===== src/rtl/alu_result_serializer.sv =====
`default_nettype none
// +----------------------------------------------------------------------------+
// | alu_result_serializer                                                      |
// | Captures one ALU result and streams it to the UART TX as a byte frame:     |
// | status byte, then result bytes LSB first. Optional macro                   |
// | ALU_SER_CHECKSUM_EN appends an XOR checksum byte.                          |
// | Rev 1.0 - initial release                                                  |
// +----------------------------------------------------------------------------+
module alu_result_serializer #(
  parameter int DATA_WIDTH = 17
) (
  input  logic                  i_clk,
  input  logic                  i_nrst,
  input  logic                  i_valid,
  input  logic [DATA_WIDTH-1:0] i_q,
  input  logic                  i_ovf,
  input  logic                  i_zero,
  input  logic                  i_tx_busy,
  output logic                  o_transmit,
  output logic [7:0]            o_data_tx,
  output logic                  o_ready,
  output logic                  o_overrun
);

  localparam int NUM_BYTES = (DATA_WIDTH + 7) / 8;
`ifdef ALU_SER_CHECKSUM_EN
  localparam int c_FRAME_BYTES = NUM_BYTES + 2;
`else
  localparam int c_FRAME_BYTES = NUM_BYTES + 1;
`endif
  localparam int c_IDX_W = (c_FRAME_BYTES > 2) ? $clog2(c_FRAME_BYTES) : 1;
  localparam logic [c_IDX_W-1:0] c_LAST_IDX = c_IDX_W'(c_FRAME_BYTES - 1);

  typedef enum logic [1:0] {
    S_IDLE    = 2'd0,
    S_SEND    = 2'd1,
    S_WAIT_HI = 2'd2,
    S_WAIT_LO = 2'd3
  } state_t;

  state_t                  r_state;
  state_t                  w_state_nxt;
  logic [c_IDX_W-1:0]      r_idx;
  logic [c_IDX_W-1:0]      w_idx_nxt;
  logic [DATA_WIDTH-1:0]   r_q;
  logic                    r_ovf;
  logic                    r_zero;
  logic                    r_transmit;
  logic [7:0]              r_data_tx;
  logic                    r_overrun;
  logic                    w_capture;
  logic                    w_issue;
  logic [NUM_BYTES*8-1:0]  w_q_pad;
  logic [7:0]              w_frame_byte;
`ifdef ALU_SER_CHECKSUM_EN
  logic [7:0]              r_csum;
`endif

  // Index 0 is the status byte; index k>0 selects result byte k-1.
  always_comb begin
    w_q_pad                  = '0;
    w_q_pad[DATA_WIDTH-1:0]  = r_q;
    w_frame_byte             = {4'hA, 2'b00, r_ovf, r_zero};
    for (int k = 0; k < NUM_BYTES; k++) begin
      if (r_idx == c_IDX_W'(k + 1)) w_frame_byte = w_q_pad[k*8 +: 8];
    end
`ifdef ALU_SER_CHECKSUM_EN
    if (r_idx == c_LAST_IDX) w_frame_byte = r_csum;
`endif
  end

  always_comb begin
    w_state_nxt = r_state;
    w_idx_nxt   = r_idx;
    w_capture   = 1'b0;
    w_issue     = 1'b0;
    case (r_state)
      S_IDLE: begin
        if (i_valid) begin
          w_capture   = 1'b1;
          w_idx_nxt   = '0;
          w_state_nxt = S_SEND;
        end
      end
      S_SEND: begin
        if (!i_tx_busy) begin
          w_issue     = 1'b1;
          w_state_nxt = S_WAIT_HI;
        end
      end
      S_WAIT_HI: begin
        if (i_tx_busy) w_state_nxt = S_WAIT_LO;
      end
      S_WAIT_LO: begin
        if (!i_tx_busy) begin
          if (r_idx == c_LAST_IDX) begin
            w_state_nxt = S_IDLE;
          end else begin
            w_idx_nxt   = r_idx + c_IDX_W'(1);
            w_state_nxt = S_SEND;
          end
        end
      end
      default: w_state_nxt = S_IDLE;
    endcase
  end

  always_ff @(posedge i_clk or negedge i_nrst) begin
    if (!i_nrst) begin
      r_state    <= S_IDLE;
      r_idx      <= '0;
      r_q        <= '0;
      r_ovf      <= 1'b0;
      r_zero     <= 1'b0;
      r_transmit <= 1'b0;
      r_data_tx  <= 8'h00;
      r_overrun  <= 1'b0;
    end else begin
      r_state    <= w_state_nxt;
      r_idx      <= w_idx_nxt;
      r_transmit <= w_issue;
      // Acceptance looks only at the registered state, so a strobe on the
      // edge that leaves WAIT_LO is still reported as dropped.
      r_overrun  <= i_valid && (r_state != S_IDLE);
      if (w_capture) begin
        r_q    <= i_q;
        r_ovf  <= i_ovf;
        r_zero <= i_zero;
      end
      if (w_issue) r_data_tx <= w_frame_byte;
    end
  end

`ifdef ALU_SER_CHECKSUM_EN
  // Running XOR of issued bytes; ready in time for the trailing byte.
  always_ff @(posedge i_clk or negedge i_nrst) begin
    if (!i_nrst) begin
      r_csum <= 8'h00;
    end else if (w_capture) begin
      r_csum <= 8'h00;
    end else if (w_issue) begin
      r_csum <= r_csum ^ w_frame_byte;
    end
  end
`endif

  assign o_transmit = r_transmit;
  assign o_data_tx  = r_data_tx;
  assign o_ready    = (r_state == S_IDLE);
  assign o_overrun  = r_overrun;

endmodule
`default_nettype wire


===== config.mk =====
export PLATFORM = sky130hd
export DESIGN_NAME = alu_result_serializer
export DESIGN_NICKNAME = d
export VERILOG_FILES = /design/src/rtl/alu_result_serializer.sv
export SDC_FILE = /design/constraint.sdc
export NUM_CORES = 1
export LEC_CHECK = 0
export BUFFER_PORTS_ARGS = -buffer_cell sky130_fd_sc_hd__buf_2
export CORE_ASPECT_RATIO = 0.8
export CORE_MARGIN = 4
export CORE_UTILIZATION = 30
export DETAILED_ROUTE_END_ITERATION = 7
export PLACE_DENSITY_LB_ADDON = 0.3
export SETUP_SLACK_MARGIN = 0.2
export SYNTH_ARGS = -nofsm -noshare
export SYNTH_HDL_FRONTEND = slang
export SYNTH_SLANG_ARGS = --single-unit

===== constraint.sdc =====
create_clock -name i_clk -period 4.21 [get_ports i_clk]
set_input_delay 0.421 -clock i_clk [delete_from_list [all_inputs] [get_ports i_clk]]
set_output_delay 0.421 -clock i_clk [all_outputs]
set_load 0.005 [all_outputs]

* Yosys cells after proc, flatten, opt, wreduce, memory -nomap -nowiden
Index checks and enable logic that the tools add are counted.
Word-level totals: output and inout port bits 11, bits in read-only memories 0, RAM bits 0, register bits 33, logic and storage cells 43, bits of input ports 23, latch bits 0, memories 0
Operators by class: muxes and demuxes 17, $mul 0, $add $sub $neg 1, bitwise operators 0, shifts and indexed selects 0, eq/ne operators 11, $lt $le $gt $ge 0, reductions and logical operators 6, divide/modulo/power cells 0
Operator list (number):
- $mux W8 | 3
- $mux W2 | 7
- $ne A2 B2 Y1 const B | 5
- $eq A2 B2 Y1 const B | 4
- $pmux W2 S4 | 1
- $reduce_and A4 Y1 | 2
- $mux W1 | 5
- $eq A2 B1 Y1 const B | 2
- $pmux W2 S2 | 1
- $reduce_bool A2 Y1 | 2
- $add A2 B1 Y2 const B | 1
- $logic_not A2 Y1 | 1
- $logic_and A1 B1 Y1 | 1

* Longest topological paths before layout
depth in word-level cells 4, gate-level depth with buffers 7, mapped depth without buffers 6

* Worst setup path before layout
Ideal clock, no wire load.
kind register to register, from register r_state[0], to register r_state[1], buffers on the path 0, period minus slack after synthesis 1436 ps, path slack 2774 ps, data arrival time 1309 ps, cell stages (with the launch flop) 6, cell sequence dfrtp_1 > inv_1 > ha_1 > nand2b_1 > o21ai_1 > mux2_1
On the way: longest elaborated chain between the ends 3, elaborated cells on any way between the ends 10, classes of those cells 7 x eq/ne; 1 x mux; 2 x reduce/logical
RTL lines:
- start: declaration | RTL line 41 | state_t r_state;
- start signal: assignment | RTL line 119 | r_state <= w_state_nxt;
- $logic_not A2 Y1 *
- net o_ready | RTL line 21 | output logic o_ready,
- $ne A2 B2 Y1 (no source line)
- $reduce_and A4 Y1 (no source line)
Mark *: on every way through the listed nets, which the timed path passes. The rest lies on a longest branch. A chain may end at the register's enable or synchronous reset.

* Worst setup path in the final report
from register r_state[0], to register r_q[10]
On the way: longest elaborated chain between the ends 2
RTL lines:
- $logic_not A2 Y1 | RTL line 77 | case (r_state)
- $mux W1 | RTL line 77
- end signal: assignment | RTL line 126 | r_q <= i_q;
- end: declaration | RTL line 45 | logic [DATA_WIDTH-1:0] r_q;
Every way passes these cells.

==> impl_metrics.yaml <==
run_status:
  status: "finished, final reports clean"
power_and_ir_drop:
  sw_frac_of_total_pct: 33.1
  clkPwrFrac_pct: 16.2
  intPower_uw: 930
  leakage_uw: 0.000988
  p_switching_uw: 459
  ir_worst_vdd_uv: 215
  seq_power_share_pct: 41.0
  power_density_nw_per_um2: 717
  pwr-share-comb_pct: 42.8
layout:
  drive_gt1_share_pct: 38.0
  seq_area_sq_um: 826
  diodes: 0
  areaGrowthSynthToFinish_pct: 17.5
  fin_cells: 225
  multiInputGateArea_sq_um: 763
  num-fill-cells: 505
  nets: 194
yosys:
  synth.distinct_cells: 29
  yosys_warnings: 0
  synth_area_sq_um: 1650
  synth_area_per_cell_sq_um: 13.0
  synth_fp_nets: 159
  ys_seq_elements: 33
  synth_cells: 127
  yosysSeqAreaShare_pct: 50.1
flow_run:
  maxCapViolCount: 0
route:
  antenna_left: 0
  wire_per_inst_microns: 14.4
  viasPerCell: 4.66
  finalWirelength_mm: 3.25
  drt-initial-drc-count: 21
  dr.pass1.iters: 4
  drc: 0
  via_count: 1048
global_routing:
  grt_pass1_wl_mm: 5.29
  overflow: 0
  grt_start_max_net_pins: 34
  grt.total_usage_pct: 10.1
  antenna_found_initial: 0
  grt_pass1_vias: 1107
cts:
  cts_buffers: 5
  clkLatencyLatePin_ns: 0.28
  cts-resized-gates: 0
  post_cts_buffers: 0
  clock_path_buffers: 2
  cts_max_level: 2
  cts_tree: "yes"
  cts_hold_buf: 0
  cts.reportedPaths.clkPinSlew_ns: 0.06
  cts_sinks: 33
  cts_root_buffer: "clkbuf_8"
timing:
  report.final.slew_viol_count: 0
  fmax_mhz: 530
  setup_viol: 0
  finalSetupTns_ns: 0
  min_period_over_period_pct: 44.8
  rsz0062_at_grt: "no"
  slew_headroom_pct: 52.2
  worstMarginPinSlew_ns: 0.717
  fin_skew_ns: 0.00231
  hold_viol_final: 0
  finalCriticalPeriod_ns: 1.89
placement:
  placed_cells: 217
  hpwl_mm: 2.48
  gp_congestion: 0.775
  place.port_buffers: 33
critical_path:
  start_kind: "register"
  critical_path_required_ns: 4.38
  crit_fanout: 20
  end_kind: "register"
  cp.arrival_ns: 2.06
  criticalPathCategory: "reg2reg"
floorplan:
  die_area_sq_um: 6750
  top_level_ports: 34
  fp.dieH_microns: 74.3
  rows: 23
  dieWidth_microns: 90.9
  initial_utilization_pct: 32.0
  core_sq_um: 5150
worst_hold_path:
  hold_class: "in2async"
worst paths after layout:
path / from / endpoint / slack [ns] / cells after the start
min reg2reg: o_data_tx[7] / o_data_tx[7] / 0.48 / 2
max reg2reg: r_state[0] / r_q[10] / 2.32 / 4
min in group i_clk: i_q[12] / r_q[12] / 0.36 / 2
min: i_nrst / r_q[14] / 0.19 / 1
max: r_state[0] / r_q[10] / 2.32 / 4
max in group asynchronous: i_nrst / r_q[2] / 3.56 / 1
through the flow:
step / hold WS [ns] / setup slack [ns] / total power [uW] / area, sq um / utilization (%)
floorplan: 0.125 / 2.77 / 1020 / 1650 / -
global placement: 0.459 / 2.43 / 1140 / 1850 / 36.0
detailed placement: 0.474 / 2.30 / 1180 / 1850 / 36.0
CTS: 0.220 / 2.30 / 1410 / 1940 / 37.6
global route: 0.255 / 2.17 / 1500 / 1940 / 37.6
finish: 0.190 / 2.32 / 1390 / 1940 / 37.6
metal layers:
metal	routed length [microns]	vias up	track usage, %	part of all wire, %
met5	0	-	0	0
met4	49	0	4.18	1.5
met3	123	7	3.03	3.8
met2	1490	22	16.1	46
met1	1590	502	13.1	49
li1	-	517	-	-
layout make-up:
type,count,share of cell area (%)
clock buffer,6,3.75
tap,62,4.01
clock inverter,2,0.517
timing repair buffer,33,8.53
inverter,6,1.16
multi-input combinational,83,39.4
sequential,33,42.6
cells in the final DEF (no fill, tap or decap), drive strengths merged, types with 2 or more instances in the layout:
cell    instances
o21ai           3
nand2          12
buf            33
mux2i           3
inv             6
o22ai           2
a22o            7
clkinv          2
o31ai           2
mux2           20
nand2b          7
dfrtp          33
nor2b           4
nor2            4
ha              9
clkbuf          6
cell families (layout without fill, tap and decap cells):
logic type,count (synthesis),in the layout,synth area share [%]
compound gates,22,22,10.5
fa+ha+maj,9,9,6.83
mux,23,23,19.8
simple gates,29,29,9.10
flops,33,33,50.1
buf+inv,11,47,3.64
power groups by stage:
stage | sequential [uW] | clock [uW] | combinational (uW)
detailed placement | 578 | 0 | 604
floorplan | 550 | 0 | 471
global route | 590 | 249 | 657
finish | 570 | 225 | 594
CTS | 573 | 231 | 607
global placement | 565 | 0 | 579
synth_stat cells:
| cell | number | area [sq um] |
|---|---|---|
| dfrtp_1 | 33 | 826 |
| mux2_4 | 19 | 285 |
| nand2_1 | 11 | 41.3 |
| ha_1 | 9 | 113 |
| a22o_1 | 7 | 61.3 |
| nand2b_1 | 7 | 43.8 |
| inv_1 | 5 | 18.8 |
| nor2_1 | 4 | 15.0 |
| nor2b_1 | 4 | 25.0 |
| buf_2 | 3 | 15.0 |
| mux2i_1 | 3 | 30.0 |
| buf_6 | 2 | 22.5 |
| o21ai_0 | 2 | 10.0 |
| o22ai_1 | 2 | 12.5 |
| o31ai_1 | 2 | 15.0 |
| a211oi_1 | 1 | 7.51 |
| a2bb2oi_1 | 1 | 8.76 |
| a31o_1 | 1 | 8.76 |
| a32o_1 | 1 | 10.0 |
| and2_1 | 1 | 6.26 |
| inv_2 | 1 | 3.75 |
| mux2_1 | 1 | 11.3 |
| nand2_2 | 1 | 6.26 |
| nor3b_2 | 1 | 12.5 |
| o2111ai_1 | 1 | 8.76 |
| o211ai_1 | 1 | 7.51 |
| o21ai_1 | 1 | 5.00 |
| o22a_1 | 1 | 8.76 |
| o32a_1 | 1 | 10.0 |
critical path, cell delays in order, from the launching register on:
cell     delay (ns)
dfrtp_1        0.44
inv_1          0.11
ha_1           0.30
nand2_2        0.46
mux2_4         0.45
flip-flops by register name, indices dropped and copies added (netlist names):
| name | cells |
|---|---|
| o_transmit | 1 |
| r_ovf | 1 |
| r_q | 17 |
| r_zero | 1 |
| o_overrun | 1 |
| r_idx | 2 |
| o_data_tx | 8 |
| r_state | 2 |
Power figures use the tool's default switching activity.
